## config.mk

```make
export PLATFORM = sky130hd
export DESIGN_NAME = mem_arbiter_flat
export DESIGN_NICKNAME = d
export VERILOG_FILES = /design/src/rtl/mem_arbiter_if.sv /design/src/rtl/mem_arbiter.sv /design/src/flat_wrapper.sv
export SDC_FILE = /design/constraint.sdc
export NUM_CORES = 1
export LEC_CHECK = 0
export ABC_AREA = 1
export CORE_AREA = 2 2 87 89
export DETAILED_ROUTE_END_ITERATION = 6
export DIE_AREA = 0 0 89 91
export HOLD_SLACK_MARGIN = 0.05
export PLACE_DENSITY = 0.91
export SETUP_SLACK_MARGIN = 0.05
export SLEW_MARGIN = 15
export SYNTH_ARGS = -nofsm -noshare
export SYNTH_HDL_FRONTEND = slang
export SYNTH_SLANG_ARGS = --single-unit
```

## constraint.sdc

```tcl
create_clock -name clk -period 1.9 [get_ports clk]
set_input_delay 0.57 -clock clk [delete_from_list [all_inputs] [get_ports clk]]
set_output_delay 0.57 -clock clk [all_outputs]
set_load 0.01 [all_outputs]
```

## src/rtl/mem_arbiter_if.sv

```systemverilog
// Bundle of cache-side request/fill signals and main-memory bus signals for mem_arbiter.
// master is the arbiter's view; slave is the cache controllers plus the memory model.
interface mem_arbiter_if #(
  parameter int WORDS_PER_BLOCK = 8,
  parameter int ADDR_W          = 16,
  parameter int DATA_W          = 16
);
  localparam int WORD_W = $clog2(WORDS_PER_BLOCK);

  logic              i_req;
  logic [ADDR_W-1:0] i_addr;
  logic              d_req;
  logic [ADDR_W-1:0] d_addr;
  logic              wr_req;
  logic [ADDR_W-1:0] wr_addr;
  logic [DATA_W-1:0] wr_data;
  logic              i_fill_valid;
  logic              d_fill_valid;
  logic [WORD_W-1:0] fill_word;
  logic [DATA_W-1:0] fill_data;
  logic              i_done;
  logic              d_done;
  logic              wr_ack;
  logic              i_stall;
  logic              d_stall;
  logic              mem_en;
  logic              mem_wr;
  logic [ADDR_W-1:0] mem_addr;
  logic [DATA_W-1:0] mem_wdata;
  logic [DATA_W-1:0] mem_rdata;
  logic              mem_data_valid;

  modport master (
    input  i_req, i_addr, d_req, d_addr, wr_req, wr_addr, wr_data,
    input  mem_rdata, mem_data_valid,
    output i_fill_valid, d_fill_valid, fill_word, fill_data,
    output i_done, d_done, wr_ack, i_stall, d_stall,
    output mem_en, mem_wr, mem_addr, mem_wdata
  );

  modport slave (
    output i_req, i_addr, d_req, d_addr, wr_req, wr_addr, wr_data,
    output mem_rdata, mem_data_valid,
    input  i_fill_valid, d_fill_valid, fill_word, fill_data,
    input  i_done, d_done, wr_ack, i_stall, d_stall,
    input  mem_en, mem_wr, mem_addr, mem_wdata
  );
endinterface

```

## src/rtl/mem_arbiter.sv

```systemverilog
// Arbitrates the pipelined main memory between I-fill, D-fill and write-through stores.
// Define ARB_RR_EN to alternate contested I/D fill grants instead of fixed D-over-I priority.
module mem_arbiter #(
  parameter int WORDS_PER_BLOCK = 8,
  parameter int ADDR_W          = 16,
  parameter int DATA_W          = 16
) (
  input  logic          clk,
  input  logic          rst_n,
  mem_arbiter_if.master bus
);
  localparam int WORD_W = $clog2(WORDS_PER_BLOCK);
  localparam int B      = WORD_W + 1;
  localparam logic [WORD_W-1:0] LAST = WORD_W'(WORDS_PER_BLOCK - 1);

  typedef enum logic [1:0] {IDLE, WRITE, FILL_ISSUE, FILL_WAIT} state_e;
  typedef enum logic [1:0] {OWN_NONE, OWN_I, OWN_D} owner_e;

  state_e              state_q, state_d;
  owner_e              owner_q, owner_d;
  logic [ADDR_W-B-1:0] base_q, base_d;
  logic [WORD_W-1:0]   issue_cnt_q, issue_cnt_d;
  logic [WORD_W-1:0]   ret_cnt_q, ret_cnt_d;
  logic                ret_all_q, ret_all_d;
  logic                mem_en_q, mem_en_d;
  logic                mem_wr_q, mem_wr_d;
  logic [ADDR_W-1:0]   mem_addr_q, mem_addr_d;
  logic [DATA_W-1:0]   mem_wdata_q, mem_wdata_d;
  logic                wr_ack_q, wr_ack_d;
  logic                pick_d, pick_i;
  logic                ret_act, ret_last;
  logic                i_done, d_done;

`ifdef ARB_RR_EN
  // last_owner: 0 = I, 1 = D; only contested grants flip it.
  logic last_owner_q, last_owner_d;
  assign pick_d = bus.d_req & (~bus.i_req | ~last_owner_q);
`else
  assign pick_d = bus.d_req;
`endif
  assign pick_i = bus.i_req & ~pick_d;

  // Returns count only while a fill owns the bus and its last word has not yet arrived.
  assign ret_act  = ((state_q == FILL_ISSUE) || (state_q == FILL_WAIT)) &&
                    bus.mem_data_valid && !ret_all_q;
  assign ret_last = ret_act && (ret_cnt_q == LAST);
  assign i_done   = ret_last && (owner_q == OWN_I);
  assign d_done   = ret_last && (owner_q == OWN_D);

  assign bus.i_fill_valid = ret_act && (owner_q == OWN_I);
  assign bus.d_fill_valid = ret_act && (owner_q == OWN_D);
  assign bus.fill_word    = ret_cnt_q;
  assign bus.fill_data    = bus.mem_rdata;
  assign bus.i_done       = i_done;
  assign bus.d_done       = d_done;
  assign bus.wr_ack       = wr_ack_q;
  assign bus.i_stall      = bus.i_req & ~i_done;
  assign bus.d_stall      = (bus.d_req & ~d_done) | (bus.wr_req & ~wr_ack_q);
  assign bus.mem_en       = mem_en_q;
  assign bus.mem_wr       = mem_wr_q;
  assign bus.mem_addr     = mem_addr_q;
  assign bus.mem_wdata    = mem_wdata_q;

  always_comb begin
    state_d     = state_q;
    owner_d     = owner_q;
    base_d      = base_q;
    issue_cnt_d = issue_cnt_q;
    ret_cnt_d   = ret_cnt_q;
    ret_all_d   = ret_all_q;
    mem_en_d    = 1'b0;
    mem_wr_d    = 1'b0;
    mem_addr_d  = '0;
    mem_wdata_d = '0;
    wr_ack_d    = 1'b0;
`ifdef ARB_RR_EN
    last_owner_d = last_owner_q;
`endif
    if (ret_act) ret_cnt_d = ret_last ? '0 : ret_cnt_q + WORD_W'(1);

    // Memory-side outputs are computed for the state being entered, so they are registered.
    case (state_q)
      IDLE: begin
        if (bus.wr_req) begin
          state_d     = WRITE;
          mem_en_d    = 1'b1;
          mem_wr_d    = 1'b1;
          mem_addr_d  = bus.wr_addr;
          mem_wdata_d = bus.wr_data;
          wr_ack_d    = 1'b1;
        end else if (pick_d || pick_i) begin
          state_d     = FILL_ISSUE;
          owner_d     = pick_d ? OWN_D : OWN_I;
          base_d      = pick_d ? bus.d_addr[ADDR_W-1:B] : bus.i_addr[ADDR_W-1:B];
          issue_cnt_d = '0;
          ret_all_d   = 1'b0;
          mem_en_d    = 1'b1;
          mem_addr_d  = {base_d, {WORD_W{1'b0}}, 1'b0};
`ifdef ARB_RR_EN
          if (bus.d_req && bus.i_req) last_owner_d = pick_d;
`endif
        end
      end
      WRITE: state_d = IDLE;
      FILL_ISSUE: begin
        if (issue_cnt_q == LAST) begin
          issue_cnt_d = '0;
          // A block that already returned in full skips the wait state.
          if (ret_all_q || ret_last) begin
            state_d   = IDLE;
            owner_d   = OWN_NONE;
            ret_all_d = 1'b0;
          end else begin
            state_d = FILL_WAIT;
          end
        end else begin
          issue_cnt_d = issue_cnt_q + WORD_W'(1);
          mem_en_d    = 1'b1;
          mem_addr_d  = {base_q, issue_cnt_d, 1'b0};
          if (ret_last) ret_all_d = 1'b1;
        end
      end
      FILL_WAIT: begin
        if (ret_last) begin
          state_d = IDLE;
          owner_d = OWN_NONE;
        end
      end
      default: state_d = IDLE;
    endcase
  end

  always_ff @(posedge clk or negedge rst_n) begin
    if (!rst_n) begin
      state_q     <= IDLE;
      owner_q     <= OWN_NONE;
      base_q      <= '0;
      issue_cnt_q <= '0;
      ret_cnt_q   <= '0;
      ret_all_q   <= 1'b0;
      mem_en_q    <= 1'b0;
      mem_wr_q    <= 1'b0;
      mem_addr_q  <= '0;
      mem_wdata_q <= '0;
      wr_ack_q    <= 1'b0;
`ifdef ARB_RR_EN
      last_owner_q <= 1'b0;
`endif
    end else begin
      state_q     <= state_d;
      owner_q     <= owner_d;
      base_q      <= base_d;
      issue_cnt_q <= issue_cnt_d;
      ret_cnt_q   <= ret_cnt_d;
      ret_all_q   <= ret_all_d;
      mem_en_q    <= mem_en_d;
      mem_wr_q    <= mem_wr_d;
      mem_addr_q  <= mem_addr_d;
      mem_wdata_q <= mem_wdata_d;
      wr_ack_q    <= wr_ack_d;
`ifdef ARB_RR_EN
      last_owner_q <= last_owner_d;
`endif
    end
  end
endmodule

```

## src/flat_wrapper.sv

```systemverilog
// flat-port wrapper written by rule: the top's interface ports become plain ports
module mem_arbiter_flat 
#(
  parameter int WORDS_PER_BLOCK = 8,
  parameter int ADDR_W          = 16,
  parameter int DATA_W          = 16
)
  (clk, rst_n, bus_i_req, bus_i_addr, bus_d_req, bus_d_addr, bus_wr_req, bus_wr_addr, bus_wr_data, bus_mem_rdata, bus_mem_data_valid, bus_i_fill_valid, bus_d_fill_valid, bus_fill_word, bus_fill_data, bus_i_done, bus_d_done, bus_wr_ack, bus_i_stall, bus_d_stall, bus_mem_en, bus_mem_wr, bus_mem_addr, bus_mem_wdata);
  mem_arbiter_if #(.WORDS_PER_BLOCK(WORDS_PER_BLOCK), .ADDR_W(ADDR_W), .DATA_W(DATA_W)) bus_i ();
  input  logic clk;
  input  logic rst_n;
  input wire logic [$bits(bus_i.i_req)-1:0] bus_i_req;
  input wire logic [$bits(bus_i.i_addr)-1:0] bus_i_addr;
  input wire logic [$bits(bus_i.d_req)-1:0] bus_d_req;
  input wire logic [$bits(bus_i.d_addr)-1:0] bus_d_addr;
  input wire logic [$bits(bus_i.wr_req)-1:0] bus_wr_req;
  input wire logic [$bits(bus_i.wr_addr)-1:0] bus_wr_addr;
  input wire logic [$bits(bus_i.wr_data)-1:0] bus_wr_data;
  input wire logic [$bits(bus_i.mem_rdata)-1:0] bus_mem_rdata;
  input wire logic [$bits(bus_i.mem_data_valid)-1:0] bus_mem_data_valid;
  output wire logic [$bits(bus_i.i_fill_valid)-1:0] bus_i_fill_valid;
  output wire logic [$bits(bus_i.d_fill_valid)-1:0] bus_d_fill_valid;
  output wire logic [$bits(bus_i.fill_word)-1:0] bus_fill_word;
  output wire logic [$bits(bus_i.fill_data)-1:0] bus_fill_data;
  output wire logic [$bits(bus_i.i_done)-1:0] bus_i_done;
  output wire logic [$bits(bus_i.d_done)-1:0] bus_d_done;
  output wire logic [$bits(bus_i.wr_ack)-1:0] bus_wr_ack;
  output wire logic [$bits(bus_i.i_stall)-1:0] bus_i_stall;
  output wire logic [$bits(bus_i.d_stall)-1:0] bus_d_stall;
  output wire logic [$bits(bus_i.mem_en)-1:0] bus_mem_en;
  output wire logic [$bits(bus_i.mem_wr)-1:0] bus_mem_wr;
  output wire logic [$bits(bus_i.mem_addr)-1:0] bus_mem_addr;
  output wire logic [$bits(bus_i.mem_wdata)-1:0] bus_mem_wdata;
  assign bus_i.i_req = bus_i_req;
  assign bus_i.i_addr = bus_i_addr;
  assign bus_i.d_req = bus_d_req;
  assign bus_i.d_addr = bus_d_addr;
  assign bus_i.wr_req = bus_wr_req;
  assign bus_i.wr_addr = bus_wr_addr;
  assign bus_i.wr_data = bus_wr_data;
  assign bus_i.mem_rdata = bus_mem_rdata;
  assign bus_i.mem_data_valid = bus_mem_data_valid;
  assign bus_i_fill_valid = bus_i.i_fill_valid;
  assign bus_d_fill_valid = bus_i.d_fill_valid;
  assign bus_fill_word = bus_i.fill_word;
  assign bus_fill_data = bus_i.fill_data;
  assign bus_i_done = bus_i.i_done;
  assign bus_d_done = bus_i.d_done;
  assign bus_wr_ack = bus_i.wr_ack;
  assign bus_i_stall = bus_i.i_stall;
  assign bus_d_stall = bus_i.d_stall;
  assign bus_mem_en = bus_i.mem_en;
  assign bus_mem_wr = bus_i.mem_wr;
  assign bus_mem_addr = bus_i.mem_addr;
  assign bus_mem_wdata = bus_i.mem_wdata;
  mem_arbiter #(.WORDS_PER_BLOCK(WORDS_PER_BLOCK), .ADDR_W(ADDR_W), .DATA_W(DATA_W)) u_core (.clk(clk), .rst_n(rst_n), .bus(bus_i));
endmodule
```

**Word level (Yosys, flattened, before mapping)**

Cells that the tools add are included.

- Bits in registers: 57
- Bits of input ports: 86
- Output and inout bits: 60
- Word-level logic and storage cells: 92

- $add $sub $neg: 2
- Equality and inequality tests: 15
- Multiplexer cells: 36
- Bitwise gates (word level): 10
- Reduce and logical (&&, ||, !) cells: 19

Operators with widths:

| kind | count |
|---|---|
| 16-bit two-way mux | 5 |
| 16-bit one-hot mux with 2 select lines | 1 |
| 2-bit two-way mux | 10 |
| 12-bit two-way mux | 1 |
| 3-bit two-way mux | 4 |
| 1-bit two-way mux | 10 |
| 3-bit AND reduction | 3 |
| 2-bit one-hot mux with 4 select lines | 1 |
| 1-bit logical AND | 7 |
| 3-bit by 1-bit adder with 3-bit output (second input constant) | 2 |
| 2-bit equality test (second input constant) | 3 |
| 3-bit equality test (second input constant) | 2 |
| 2-bit != test (second input constant) | 3 |
| 3-bit by 2-bit != test with 1-bit output (second input constant) | 2 |
| 2-bit one-hot mux with 3 select lines | 1 |
| 3-bit one-hot mux with 2 select lines | 1 |
| 6-bit AND reduction | 1 |
| 1-bit NOT | 5 |
| 5-bit AND reduction | 1 |
| 1-bit bitwise AND | 4 |
| 2-bit by 1-bit equality test with 1-bit output (second input constant) | 2 |
| 2-bit by 1-bit != test with 1-bit output (second input constant) | 2 |
| 1-bit one-hot mux with 2 select lines | 2 |
| 1-bit logical OR | 3 |
| other kinds (6) | 6 |

**Longest topological paths before layout**

- Word-level depth: 9
- Depth in mapped cells: 9
- Gate-level depth less buffers: 8

**Worst setup path before layout**

No wires, ideal clock.

- Path kind: register to output
- Start point: register u_core.ret_cnt_q[0], in the netlist u_core.bus.fill_word[0]
- End point: output port bus_d_stall
- Data arrival time: 1423 ps
- Data required time: 1330 ps
- Setup slack: -93 ps
- Cell stages (with the launch flop): 6
- Path buffers: 0
- Cell sequence: dfrtp_1 -> ha_1 -> ha_1 -> nand4_4 -> nor3_1 -> o22ai_1

- Cells in the longest elaborated chain, start to end: 6

Ends and longest elaborated chain:

| element | line | text |
|---|---|---|
| start: declaration | mem_arbiter.sv:23 | `logic [WORD_W-1:0] ret_cnt_q, ret_cnt_d;` |
| start signal: assignment | mem_arbiter.sv:154 | `ret_cnt_q <= ret_cnt_d;` |
| 3-bit equality test | mem_arbiter.sv:46 | `assign ret_last = ret_act && (ret_cnt_q == LAST);` |
| 1-bit logical AND | mem_arbiter.sv:46 |  |
| 1-bit logical AND | mem_arbiter.sv:48 | `assign d_done = ret_last && (owner_q == OWN_D);` |
| named net bus_d_done | flat_wrapper.sv:26 | `output wire logic [$bits(bus_i.d_done)-1:0] bus_d_done;` |
| 1-bit NOT | mem_arbiter.sv:58 | `assign bus.d_stall = (bus.d_req & ~d_done) \| (bus.wr_req & ~wr_ack_q);` |
| 1-bit bitwise AND | mem_arbiter.sv:58 |  |
| 1-bit bitwise OR | mem_arbiter.sv:58 |  |
| end: declaration | flat_wrapper.sv:29 | `output wire logic [$bits(bus_i.d_stall)-1:0] bus_d_stall;` |

The timed path passes the listed nets, and every way through them passes these cells.

**Worst setup path after layout**

- Start point: register u_core.ret_cnt_q[1], in the netlist u_core.bus.fill_word[1]
- End point: output port bus_d_stall

- Cells in the longest elaborated chain, start to end: 6

Ends and longest elaborated chain:

| element | line |
|---|---|
| 3-bit equality test | mem_arbiter.sv:46 |
| 1-bit logical AND | mem_arbiter.sv:46 |
| 1-bit logical AND | mem_arbiter.sv:48 |
| 1-bit NOT | mem_arbiter.sv:58 |
| 1-bit bitwise AND | mem_arbiter.sv:58 |
| 1-bit bitwise OR | mem_arbiter.sv:58 |

Every way passes these cells.

==> qor.csv <==
metric,value,unit
Starting Density,39.3,%
via count,2381,
final hold vios,0,
core area,7140,µm²
Sum Neg Setup Slack,-979,ps
combinational share of power,43.3,%
met2 Usage GRT,30.5,%
dpl ws,-713,ps
GR met1 Demand/Resource,21.7,%
GR peak layer,met2,
TritonCTS buffer count,9,
pin count of the biggest net entering global routing,58,
Worst Tran Pin Value,296,ps
M3 GR Usage,5.82,%
filler cell count,633,
share of layout cells above drive strength 1,22.9,%
row cnt,31,
root buf cell,clkbuf_8,
diode count,0,
vias in the first global route,2454,
Worst setup EP type,primary output,
Final period util,114,%
Static Leak,2.10,nW
failing checks,setup timing,
CTS tree,yes,
grt total ovfl,0,
Flop pwr share,35.1,%
first-pass GRT wire length,11.5,mm
max cap viols,0,
yosys warns,0,
DRT iter0 DRCs,76,
Syn Std Cell Area,2810,µm²
Critical Path Start,u_core.bus.fill_word[1],
clock share of power,21.6,%
Post-DP HPWL,5.16,mm
pwr dens,1170,nW/µm²
worst skew pair latency,330,ps
Worst slew margin,80.2,%
first-pass detailed-route iteration total,4,
number of port buffers,105,
Total Wirelength,6.92,mm
gpl congestion,0.795,
"setup slack, reg-to-reg",230,ps
Sw Share,34.9,%
Finished Layout Cells,523,
Critical Path Source Type,flop,
clk sinks,57,
worst path arrival time,1600,ps
"CTS clk-pin slew, worst paths",70,ps
detailed-route DRC error count,0,
"Worst Setup Slack, final",-268,ps
Via-to-Cell Ratio,4.55,
clock buffer depth,2,
r2r endpoint,u_core.owner_q[0],
Slew Limit Fails,0,
Setup Skew,7.67,ps
io pins,146,
Die Height,91,µm
Die Wd,89,µm
Fmax achieved,0.461,GHz
Post-Synthesis Cells,303,
final setup fails,6,
Layout Nets,509,
initial antenna violation count,0,
Die ar.,8100,µm²
Synth-to-Final Area Change,50.8,%
dpl cells,503,
CTS H-tree depth,3,
Mapped Avg Cell Area,9.26,µm²
HP Class,input port to async pin,
peak supply drop,381,µV
Antenna Nets Post-Route,0,
Syn Nets,393,
Worst R2R Start,u_core.bus.fill_word[1],
wire per inst,13.2,µm
reg2reg path depth,9,
gr usage total,18.6,%
minimum clock period,2170,ps
register area share after synthesis,50.8,%
post-synthesis cell type count,31,
#FFs+latches synth,57,
status,finished with violations,
Power Internal,0.00323,W
Net Switching,0.00173,W
critical path required time,1330,ps
Worst Setup Path Type,flop to primary output,
unrepaired setup endpoints after global routing,true,
CP max FO,3,
-- flip-flops by register name (all words and copies together), names as in the netlist --
register	flops
u_core.bus.mem_addr	16
u_core.bus.mem_wdata	16
u_core.base_q	12
u_core.bus.fill_word	3
u_core.issue_cnt_q	3
u_core.owner_q	2
u_core.state_q	2
u_core.bus.mem_en	1
u_core.bus.mem_wr	1
u_core.ret_all_q	1
-- power groups by stage --
stage / clock network [W] / registers, W / logic [W]
2_1_floorplan: 0 / 0.00185 / 0.00119
3_3_place_gp: 0 / 0.00175 / 0.00205
3_5_place_dp: 0 / 0.00177 / 0.00214
4_1_cts: 0.00110 / 0.00175 / 0.00216
5_1_grt: 0.00117 / 0.00179 / 0.00238
6_report: 0.00107 / 0.00175 / 0.00215
-- worst max path at each step --
| stage | to | slack [ps] | cells past startpoint |
|---|---|---|---|
| floorplan | bus_d_stall | 30 | 5 |
| global placement | bus_d_stall | -700 | 6 |
| detailed placement | bus_d_stall | -710 | 6 |
| CTS | bus_d_stall | -290 | 7 |
| global route | bus_d_stall | -360 | 7 |
| finish | bus_d_stall | -270 | 7 |
-- Yosys cell counts --
library cell,count,share of area [%]
nand2_2,11,2.5
o21a_1,1,0.27
o211ai_1,6,1.6
nand2_4,3,1.2
buf_4,17,4.5
inv_1,24,3.2
ha_1,4,1.8
nand3_1,10,1.8
nor2_4,2,0.80
a22oi_1,2,0.54
o21bai_1,2,0.54
o21ai_0,7,1.2
nand4_4,1,0.76
buf_2,3,0.54
buf_8,1,0.54
nor2_1,22,2.9
clkbuf_1,2,0.27
o211ai_2,6,2.7
mux2i_1,1,0.36
o21ai_2,7,2.2
o22ai_1,1,0.22
nand2_1,91,12
inv_4,1,0.22
dfrtp_1,57,51
nand3_2,1,0.36
inv_6,1,0.31
inv_2,6,0.80
nor3_1,4,0.71
buf_6,4,1.6
nor2_8,3,2.1
o21ai_1,2,0.36
-- routing by layer --
| layer | wire [µm] | part of all wire (%) |
|---|---|---|
| met1 | 2830 | 41 |
| met3 | 463 | 6.7 |
| met4 | 190 | 2.7 |
| met5 | 0 | 0 |
| met2 | 3440 | 50 |
-- layout by cell type, fill, tap and decap left out, drive strengths merged, types with 11 or more instances in the layout --
| master | count |
|---|---|
| clkdlybuf4s50 | 91 |
| inv | 32 |
| nand2 | 105 |
| clkbuf | 15 |
| dfrtp | 57 |
| o211ai | 12 |
| o21ai | 16 |
| nor2 | 27 |
| buf | 31 |
| nand3 | 11 |
-- cells by family (layout without fill, tap and decap cells) --
group	Yosys count	count (layout)	synth area share [%]
AND/OR/NAND/NOR	148	148	25.3
buffers and inverters	59	180	12.0
adder cells (fa/ha/maj)	4	4	1.78
AO/OA/AOI/OAI	34	34	9.63
multiplexers	1	1	0.357
flip-flops	57	57	50.8
-- per-stage QoR --
stage	hold WS (ps)	utilization (%)	power, W	instance area [µm²]
floorplan	274	-	0.00304	2820
global placement	486	55.8	0.00380	3990
detailed placement	496	55.8	0.00390	3990
CTS	228	59.0	0.00501	4210
global route	241	59.3	0.00533	4230
finish	226	59.3	0.00497	4230
-- cell type report --
class | instances | area [µm²] | area share, %
Clock buffer | 14 | 183 | 4.32
Clock inverter | 2 | 10.0 | 0.237
Inverter | 32 | 128 | 3.02
Multi-Input combinational cell | 187 | 1090 | 25.7
Sequential cell | 57 | 1430 | 33.7
Tap cell | 99 | 124 | 2.93
Timing Repair Buffer | 132 | 1270 | 30.1
-- timing repair --
action                     in CTS  in global routing
resized for setup              30                  5
setup endpoints to repair       9                  9
hold buffers                    0                  0
setup buffers                   2                  2
pin swaps                       2                  1
-- critical path: stages, from the launching register on --
cell	delay, ps
dfrtp_1	350
ha_2	200
ha_4	140
nand4_4	110
nor3_2	120
buf_4	150
o22ai_2	50
buf_2	140
Power figures use the tool's default switching activity.
==> RTL change: new RTL, config.mk and constraints unchanged <==
Add a define of `ARB_RR_EN`.
--- a/src/rtl/mem_arbiter.sv
+++ b/src/rtl/mem_arbiter.sv
@@ -2,2 +2,4 @@
 // Define ARB_RR_EN to alternate contested I/D fill grants instead of fixed D-over-I priority.
+`define ARB_RR_EN
+
 module mem_arbiter #(
Function: same outputs for any inputs over 10 cycles, from zero or initial values and one cycle with rst_n low; that may be too few to reach the edited logic, so the function may still have changed.
==> RTL change against the original RTL <==
The flow still finishes with violations (negative setup slack); largest power group unchanged; cell area rose by 2.6%; total power grew 7.3%; clock power rose by 16%; highest routed layer unchanged; hold slack better by 0.0016 ns; wire length rose by 7.1%; critical path type unchanged; synthesized cell count rose by 4.3%; critical path depth is the same; area after synthesis is 0.40% higher; worst setup slack got worse by 0.094 ns; sequential cell count grew 1.
==> RTL change: results (changes against the original RTL) <==
STA
  • Post-layout worst setup margin: -0.362 ns (-0.0937 ns)
  • Setup Skew: 0.00871 ns (+0.00103 ns)
  • Setup Viol. Count Final: 6 (unchanged)
  • Setup TNS: -1.48 ns (-0.504 ns)
  • Fin Hold WS: 0.228 ns (+0.00156 ns)

Synthesis
  • Syn nets: 406 (+3.3%)
  • Most instantiated cells after synthesis: nand2_1, dfrtp_1, inv_1
  • Avg Inst Size Synth: 8.91 um2 (-3.7%)
  • Netlist cell types: 34 (+9.7%)

Place
  • GP Congestion: 0.833 (+4.8%)
  • Placed cells: 522 (+3.8%)
  • Dpl cell area: 4040 um2 (+1.4%)
  • Hpwl dp: 5640 um (+9.2%)

Run status
  • Failing checks: negative setup slack
  • Outcome: finished, violations left

Final layout
  • Layout Nets: 529 (+3.9%)
  • Share of layout cells above drive strength 1: 0.223 (-0.00580)

Global route
  • Global-route wire length before repair: 12,000 um (+4.4%)
  • Largest net degree at the start of global routing: 37 (-36%)
  • GRT Util Overall: 0.192 (+0.00545)
  • Vias in the first global route: 2,611 (+6.4%)

Power
  • Largest vdd supply drop: 0.556 mV (+46%)
  • Leak pwr: 0.00214 uW (+1.6%)

Detailed routing
  • Iteration-0 DRC Markers: 101 (+33%)
  • Wire per inst: 13.7 um (+3.1%)
  • DR vias/cell: 4.66 (+2.3%)
  • Routed WL: 7410 um (+7.1%)

Setup path
  • Reg-to-Reg End: u_core.owner_q[1]$_DFFE_PN0P_
  • Crit path arrival time: 1.69 ns (+0.09 ns)
  • Crit. Startpoint: u_core.bus.fill_word[0]$_DFFE_PN0P_
-- RTL change: changes by cell type in the layout (fill, tap and decap cells not counted), sizes merged, moves of 8 or more --
| cell | before | now |
|---|---|---|
| nand2 | 105 | 85 |
| or2 | 0 | 10 |
| nand3 | 11 | 20 |
| inv | 32 | 40 |
| o21ai | 16 | 24 |
-- RTL change: cell families after synthesis --
| logic type | share of synthesized area |
|---|---|
| flops | 0.515 |
| fa+ha+maj | 0.0178 |
| compound gates | 0.0773 |
| simple gates | 0.265 |
| buf+inv | 0.121 |
| mux | 0.00355 |
-- RTL change: power breakdown --
group	total (uW)	internal (uW)	leakage (uW)	switching (uW)
sequential	1840	1650	0.000754	187
combinational	2250	1080	0.00128	1180
clock	1240	735	0.000105	506
-- RTL change: metal layers --
layer / up-vias / GRT usage / wire [um] / part of all wire
met5: - / 0 / 0 / 0
met4: 0 / 0.0883 / 183 / 0.025
met3: 20 / 0.0336 / 489 / 0.066
met2: 97 / 0.328 / 3850 / 0.52
met1: 1190 / 0.229 / 2900 / 0.39
li1: 1222 / - / - / -
-- RTL change: area by class of cell --
type	instances	area [um2]
Fill cell	631	2800
Clock buffer	9	124
Clock inverter	7	93.8
Tap cell	99	124
Multi-Input combinational cell	193	1100
Timing Repair Buffer	137	1300
Inverter	40	155
Sequential cell	58	1450
-- RTL change: repair_timing --
action | CTS | global route
gates resized for setup | 34 | 11
buffers inserted | 6 | 1
endpoints found under the setup margin | 13 | 20
pin swaps | 4 | 6
-- RTL change: worst max-delay path: stages (launching register included) --
cell and delay [ns]:
dfrtp_1 0.35, ha_2 0.20, ha_4 0.13, nand4_1 0.14, nor3_2 0.18, buf_4 0.15, o22ai_2 0.05, buf_2 0.15
